===== src/rtl/microwave_countdown_timer.sv =====
// microwave_countdown_timer: keypad M:SS entry and 1 s BCD countdown with door interlock, pause and done.
// Optional QUICK_START_EN macro enables the +30 s quick-start on the start strobe.
module microwave_countdown_timer #(
  parameter int CLK_HZ = 25_000_000
) (
  input  logic       clk,
  input  logic       rst_n,
  input  logic [3:0] digit,
  input  logic       digit_valid,
  input  logic       start,
  input  logic       stop_clear,
  input  logic       door_closed,
  output logic [3:0] seconds_ones,
  output logic [3:0] seconds_tens,
  output logic [3:0] minutes,
  output logic       magnetron_on,
  output logic       done,
  output logic       done_pulse
);
  localparam logic [1:0] IDLE  = 2'd0;
  localparam logic [1:0] COOK  = 2'd1;
  localparam logic [1:0] PAUSE = 2'd2;
  localparam logic [1:0] DONE  = 2'd3;
  localparam int TW = CLK_HZ > 1 ? $clog2(CLK_HZ) : 1;
  localparam logic [TW-1:0] TMAX = TW'(CLK_HZ - 1);
  logic [1:0] state_q, state_d;
  logic [3:0] ones_q, ones_d, tens_q, tens_d, min_q, min_d;
  logic [TW-1:0] tick_q, tick_d;
  logic mag_q, done_q, pulse_q;
  logic b0, b1, time_zero, dec_zero, tick_wrap;
  logic [3:0] dec_o, dec_t, dec_m;
  logic [TW-1:0] tick_inc;
  assign b0 = ones_q == 4'd0;
  assign b1 = b0 && tens_q == 4'd0;
  assign dec_o = b0 ? 4'd9 : ones_q - 4'd1;
  assign dec_t = b0 ? (tens_q == 4'd0 ? 4'd5 : tens_q - 4'd1) : tens_q;
  assign dec_m = b1 ? min_q - 4'd1 : min_q;
  assign dec_zero = dec_m == 4'd0 && dec_t == 4'd0 && dec_o == 4'd0;
  assign time_zero = min_q == 4'd0 && tens_q == 4'd0 && ones_q == 4'd0;
  assign tick_wrap = tick_q == TMAX;
  assign tick_inc = tick_wrap ? '0 : tick_q + 1'b1;
`ifdef QUICK_START_EN
  logic carry, sat;
  logic [3:0] add_o, add_t, add_m;
  // 30 s is tens+3; tens is always <=5 while cooking so a carry means tens-3 into minutes
  assign carry = tens_q + 4'd3 > 4'd5;
  assign sat = carry && min_q == 4'd9;
  assign add_o = sat ? 4'd9 : ones_q;
  assign add_t = sat ? 4'd5 : carry ? tens_q - 4'd3 : tens_q + 4'd3;
  assign add_m = carry && !sat ? min_q + 4'd1 : min_q;
`endif
  always_comb begin
    state_d = state_q;
    ones_d = ones_q;
    tens_d = tens_q;
    min_d = min_q;
    tick_d = tick_q;
    case (state_q)
      IDLE:
        if (stop_clear) begin
          {min_d, tens_d, ones_d} = '0;
        end else if (start && door_closed && !time_zero && tens_q <= 4'd5) begin
          state_d = COOK;
          tick_d = '0;
`ifdef QUICK_START_EN
        end else if (start && door_closed && time_zero) begin
          state_d = COOK;
          tick_d = '0;
          tens_d = 4'd3;
`endif
        end else if (digit_valid && digit <= 4'd9) begin
          min_d = tens_q;
          tens_d = ones_q;
          ones_d = digit;
        end
      COOK:
        if (stop_clear || !door_closed) begin
          state_d = PAUSE;
`ifdef QUICK_START_EN
        end else if (start) begin
          {min_d, tens_d, ones_d} = {add_m, add_t, add_o};
          tick_d = tick_inc;
`endif
        end else begin
          tick_d = tick_inc;
          if (tick_wrap) begin
            {min_d, tens_d, ones_d} = {dec_m, dec_t, dec_o};
            state_d = dec_zero ? DONE : COOK;
          end
        end
      PAUSE:
        if (stop_clear) begin
          state_d = IDLE;
          {min_d, tens_d, ones_d} = '0;
        end else if (start && door_closed) begin
          state_d = COOK;
        end
      default:
        state_d = (start || stop_clear || digit_valid || !door_closed) ? IDLE : DONE;
    endcase
  end
  always_ff @(posedge clk) begin
    if (!rst_n) begin
      state_q <= IDLE;
      ones_q <= '0;
      tens_q <= '0;
      min_q <= '0;
      tick_q <= '0;
      mag_q <= 1'b0;
      done_q <= 1'b0;
      pulse_q <= 1'b0;
    end else begin
      state_q <= state_d;
      ones_q <= ones_d;
      tens_q <= tens_d;
      min_q <= min_d;
      tick_q <= tick_d;
      mag_q <= state_d == COOK;
      done_q <= state_d == DONE;
      pulse_q <= state_d == DONE && state_q == COOK;
    end
  end
  assign seconds_ones = ones_q;
  assign seconds_tens = tens_q;
  assign minutes = min_q;
  assign magnetron_on = mag_q;
  assign done = done_q;
  assign done_pulse = pulse_q;
endmodule


===== config.mk =====
export PLATFORM = sky130hd
export DESIGN_NAME = microwave_countdown_timer
export DESIGN_NICKNAME = d
export VERILOG_FILES = /design/src/rtl/microwave_countdown_timer.sv
export SDC_FILE = /design/constraint.sdc
export NUM_CORES = 1
export LEC_CHECK = 0
export ABC_AREA = 0
export CAP_MARGIN = 20
export CORE_MARGIN = 1.5
export CORE_UTILIZATION = 53
export CTS_BUF_LIST = sky130_fd_sc_hd__clkbuf_4
export CTS_CLUSTER_DIAMETER = 50
export DETAILED_ROUTE_END_ITERATION = 8
export PLACE_DENSITY = 0.78
export SYNTH_ARGS = -nofsm -noshare
export SYNTH_HDL_FRONTEND = slang
export SYNTH_SLANG_ARGS = --single-unit
export TNS_END_PERCENT = 20

===== constraint.sdc =====
create_clock -name clk -period 1.9 [get_ports clk]
set_input_delay 0.285 -clock clk [delete_from_list [all_inputs] [get_ports clk]]
set_output_delay 0.285 -clock clk [all_outputs]
set_load 0.005 [all_outputs]

==> metrics <==
outcome=complete, but fails checks; failing checks=setup timing; Clock transition at path regs=0.13 ns; number of synthesis warnings=0; global-route wire length before repair=11000 µm; sw power=between 1000 and 1500 µW; Tightest Hold Check Type=reg -> reg; startpoint types=register; final period utilization=1.06; unrepaired setup endpoints after global routing=yes; #FFs+latches synth=42; CP required=2.17 ns; H-tree levels=2; post-route antenna net violation count=0; Diodes inserted=0; Slew Limit Headroom=0.748; clock power share=0.156; Final setup viols=23; Layout Cells excl Fill=436; cell count of the worst reg-to-reg path=9; post-route cell area=3470 µm²; synthesized area per cell=8.23 µm²; max-slew violation count=0; Avg WL per Cell=15.7 µm; fmax=497 MHz; RD Place Congestion=0.942; Via density=6.06; global route total overflow=0; Max Cap Viol=0; Inserted Clock Buffers=5; Clock Skew=0.0192 ns; Worst Tran Pin Value=0.375 ns; initial antenna violation count=0; Max VDD drop=0.394 mV; Int Power=~1800 µW; count of final hold-check violations=0; hold_buf cts=0; vias in the first global route=2562; placed cell count=424; Clk Latency, worst-skew pair=~0.36 ns; Routed WL=~7000 µm; Die Footprint=5090 µm²; Starting Density=0.561; num rows=24; share of cells above drive strength 1=0.305; largest net degree at the start of global routing=21; Syn Nets=318; TritonCTS clock tree=yes; drt drc=0; Syn Inst Count=301; Layout Nets=401; Clock Sinks=42; die height=71.4 µm; asr flop ratio synth=0; post-route minimum period=roughly 2 ns; Final WS setup=-0.114 ns; 1st-iter DRT viols=about 240; Main synth FF type=dfxtp_1; synth-to-layout area growth=40.2%; Mapped Area=2480 µm²; dpl cell area=3210 µm²; Worst EP arrival=~2.3 ns; Clock Tree Root=clkbuf_4; Core Util, Final=0.787; TNS Setup=-1.33 ns; Crit. End Element=register; Die Wd=around 71 µm; Reg power frac=0.348; drt first pass iters=5; Core Region=4410 µm²; IO buf count=24; worst-path fanout max=6; HPWL after detailed placement=4570 µm; worst-case clock buffer depth=2; combinational power share=0.496; Worst Path Class, Setup=reg -> reg; switching share of power=0.361; gr usage total=0.267; synth unique cells=52; EDFF count, synth=0; hold path depth=2; Pleak=0.00136 µW; IO Count=25; vias after detailed routing=~2600; PwrDens=between 800 and 900 nW/µm²; sequential share of the synthesized area=0.339
-- cell usage in the layout, fill, tap and decap left out, drive strengths merged, types with 6 or more instances in the layout --
cell	instances
a21oi	14
and3	7
buf	65
clkbuf	7
clkdlybuf4s50	24
dfxtp	42
ha	7
inv	7
nand2	34
nand3	20
nand4	17
nor2	29
nor3	7
o211a	8
o21ai	18
or3	6
xor2	17
-- per-stage QoR --
| stage | hold slack, ns | power, µW | setup slack [ns] |
|---|---|---|---|
| finish | 0.499 | 2880 | -0.114 |
| CTS | 0.493 | 2880 | -0.0745 |
| detailed placement | 0.478 | 2230 | -0.467 |
| global route | 0.526 | 3050 | -0.196 |
| floorplan | 0.453 | 1690 | -0.0159 |
| global placement | 0.472 | 2200 | -0.404 |
-- cell usage after synthesis, types with 2 or more instances --
| cell | n | area, µm² |
|---|---|---|
| a21boi_0 | 3 | 22.5 |
| a21oi_1 | 14 | 70.1 |
| a22oi_1 | 2 | 15.0 |
| a31o_1 | 2 | 17.5 |
| and2_1 | 3 | 18.8 |
| and3_1 | 7 | 43.8 |
| and4_1 | 3 | 26.3 |
| buf_2 | 5 | 25.0 |
| buf_6 | 2 | 22.5 |
| clkbuf_1 | 4 | 15.0 |
| dfxtp_1 | 42 | 841 |
| ha_1 | 7 | 87.6 |
| inv_1 | 7 | 26.3 |
| nand2_1 | 33 | 124 |
| nand2b_1 | 5 | 31.3 |
| nand3_1 | 20 | 100 |
| nand4_1 | 15 | 93.8 |
| nand4_2 | 2 | 25.0 |
| nand4b_1 | 3 | 26.3 |
| nor2_1 | 29 | 109 |
| nor3_1 | 5 | 25.0 |
| nor3_2 | 2 | 20.0 |
| nor3b_1 | 2 | 15.0 |
| nor4bb_1 | 3 | 30.0 |
| o211a_1 | 8 | 80.1 |
| o211ai_1 | 5 | 37.5 |
| o21ai_0 | 15 | 75.1 |
| o21ai_1 | 2 | 10.0 |
| o31ai_1 | 5 | 37.5 |
| or3_1 | 6 | 37.5 |
| xnor2_1 | 3 | 26.3 |
| xor2_1 | 17 | 149 |
-- power by group through the flow --
stage          clock, µW  combinational, µW  sequential [µW]
3_3_place_gp           0               1190             1010
3_5_place_dp           0               1220             1010
4_1_cts              461               1420             1000
6_report             450               1430             1000
5_1_grt              498               1540             1010
2_1_floorplan          0                650             1040
-- cell families (layout without fill, tap and decap cells) --
kind of cell / after synthesis / after routing / synth area share
flip-flops: 42 / 42 / 0.339
adder cells (fa/ha/maj): 7 / 7 / 0.0354
AND/OR/NAND/NOR: 145 / 145 / 0.316
buffers and inverters: 20 / 103 / 0.0404
AO/OA/AOI/OAI: 66 / 66 / 0.194
multiplexers: 1 / 1 / 0.00404
XOR/XNOR: 20 / 20 / 0.0707
-- worst max-delay path: stages (launching register included) --
cell	delay, ns
dfxtp_2	0.35
inv_2	0.07
ha_4	0.13
nor3b_4	0.18
nand4_2	0.15
a21o_1	0.25
a211oi_4	0.38
buf_6	0.18
o211ai_1	0.09
o211a_1	0.14
-- metal layers --
metal  global-route usage  vias to the layer above  share of wire  wire, µm
met2                0.481                       93           0.51      3490
met4                0.109                        0          0.027       186
met1                0.313                     1263           0.41      2830
li1                     -                     1263              -         -
met5                    0                        -              0         0
met3               0.0436                       21          0.048       325
-- state kept, by name, indices dropped and copies added (netlist names) --
register      flops
done              1
magnetron_on      1
done_pulse        1
minutes           4
tick_q           25
state_q           2
seconds_tens      4
seconds_ones      4
-- worst paths after layout --
check | start | to | slack [ns]
worst max register to register | minutes[0]$_SDFFE_PN0P_ | seconds_tens[1]$_SDFFE_PN0P_ | -0.11
worst max-delay path | minutes[0]$_SDFFE_PN0P_ | seconds_tens[1]$_SDFFE_PN0P_ | -0.11
worst min-delay path | tick_q[24]$_SDFFE_PN0P_ | tick_q[24]$_SDFFE_PN0P_ | 0.50
worst min register to register | tick_q[24]$_SDFFE_PN0P_ | tick_q[24]$_SDFFE_PN0P_ | 0.50
-- layout make-up --
cell class / count / area (µm²)
Inverter: 7 / 26.3
Multi-Input combinational cell: 239 / 1700
Timing Repair Buffer: 89 / 783
Fill cell: 295 / 941
Clock buffer: 7 / 52.6
Tap cell: 52 / 65.1
Sequential cell: 42 / 850
-- repair_timing --
item,CTS,global route
pin swaps,12,27
gates cloned,2,0
gates resized for setup,24,31
setup buffers,5,1
setup endpoints to repair,40,41
Note: power is estimated with default switching activity, not from simulation.
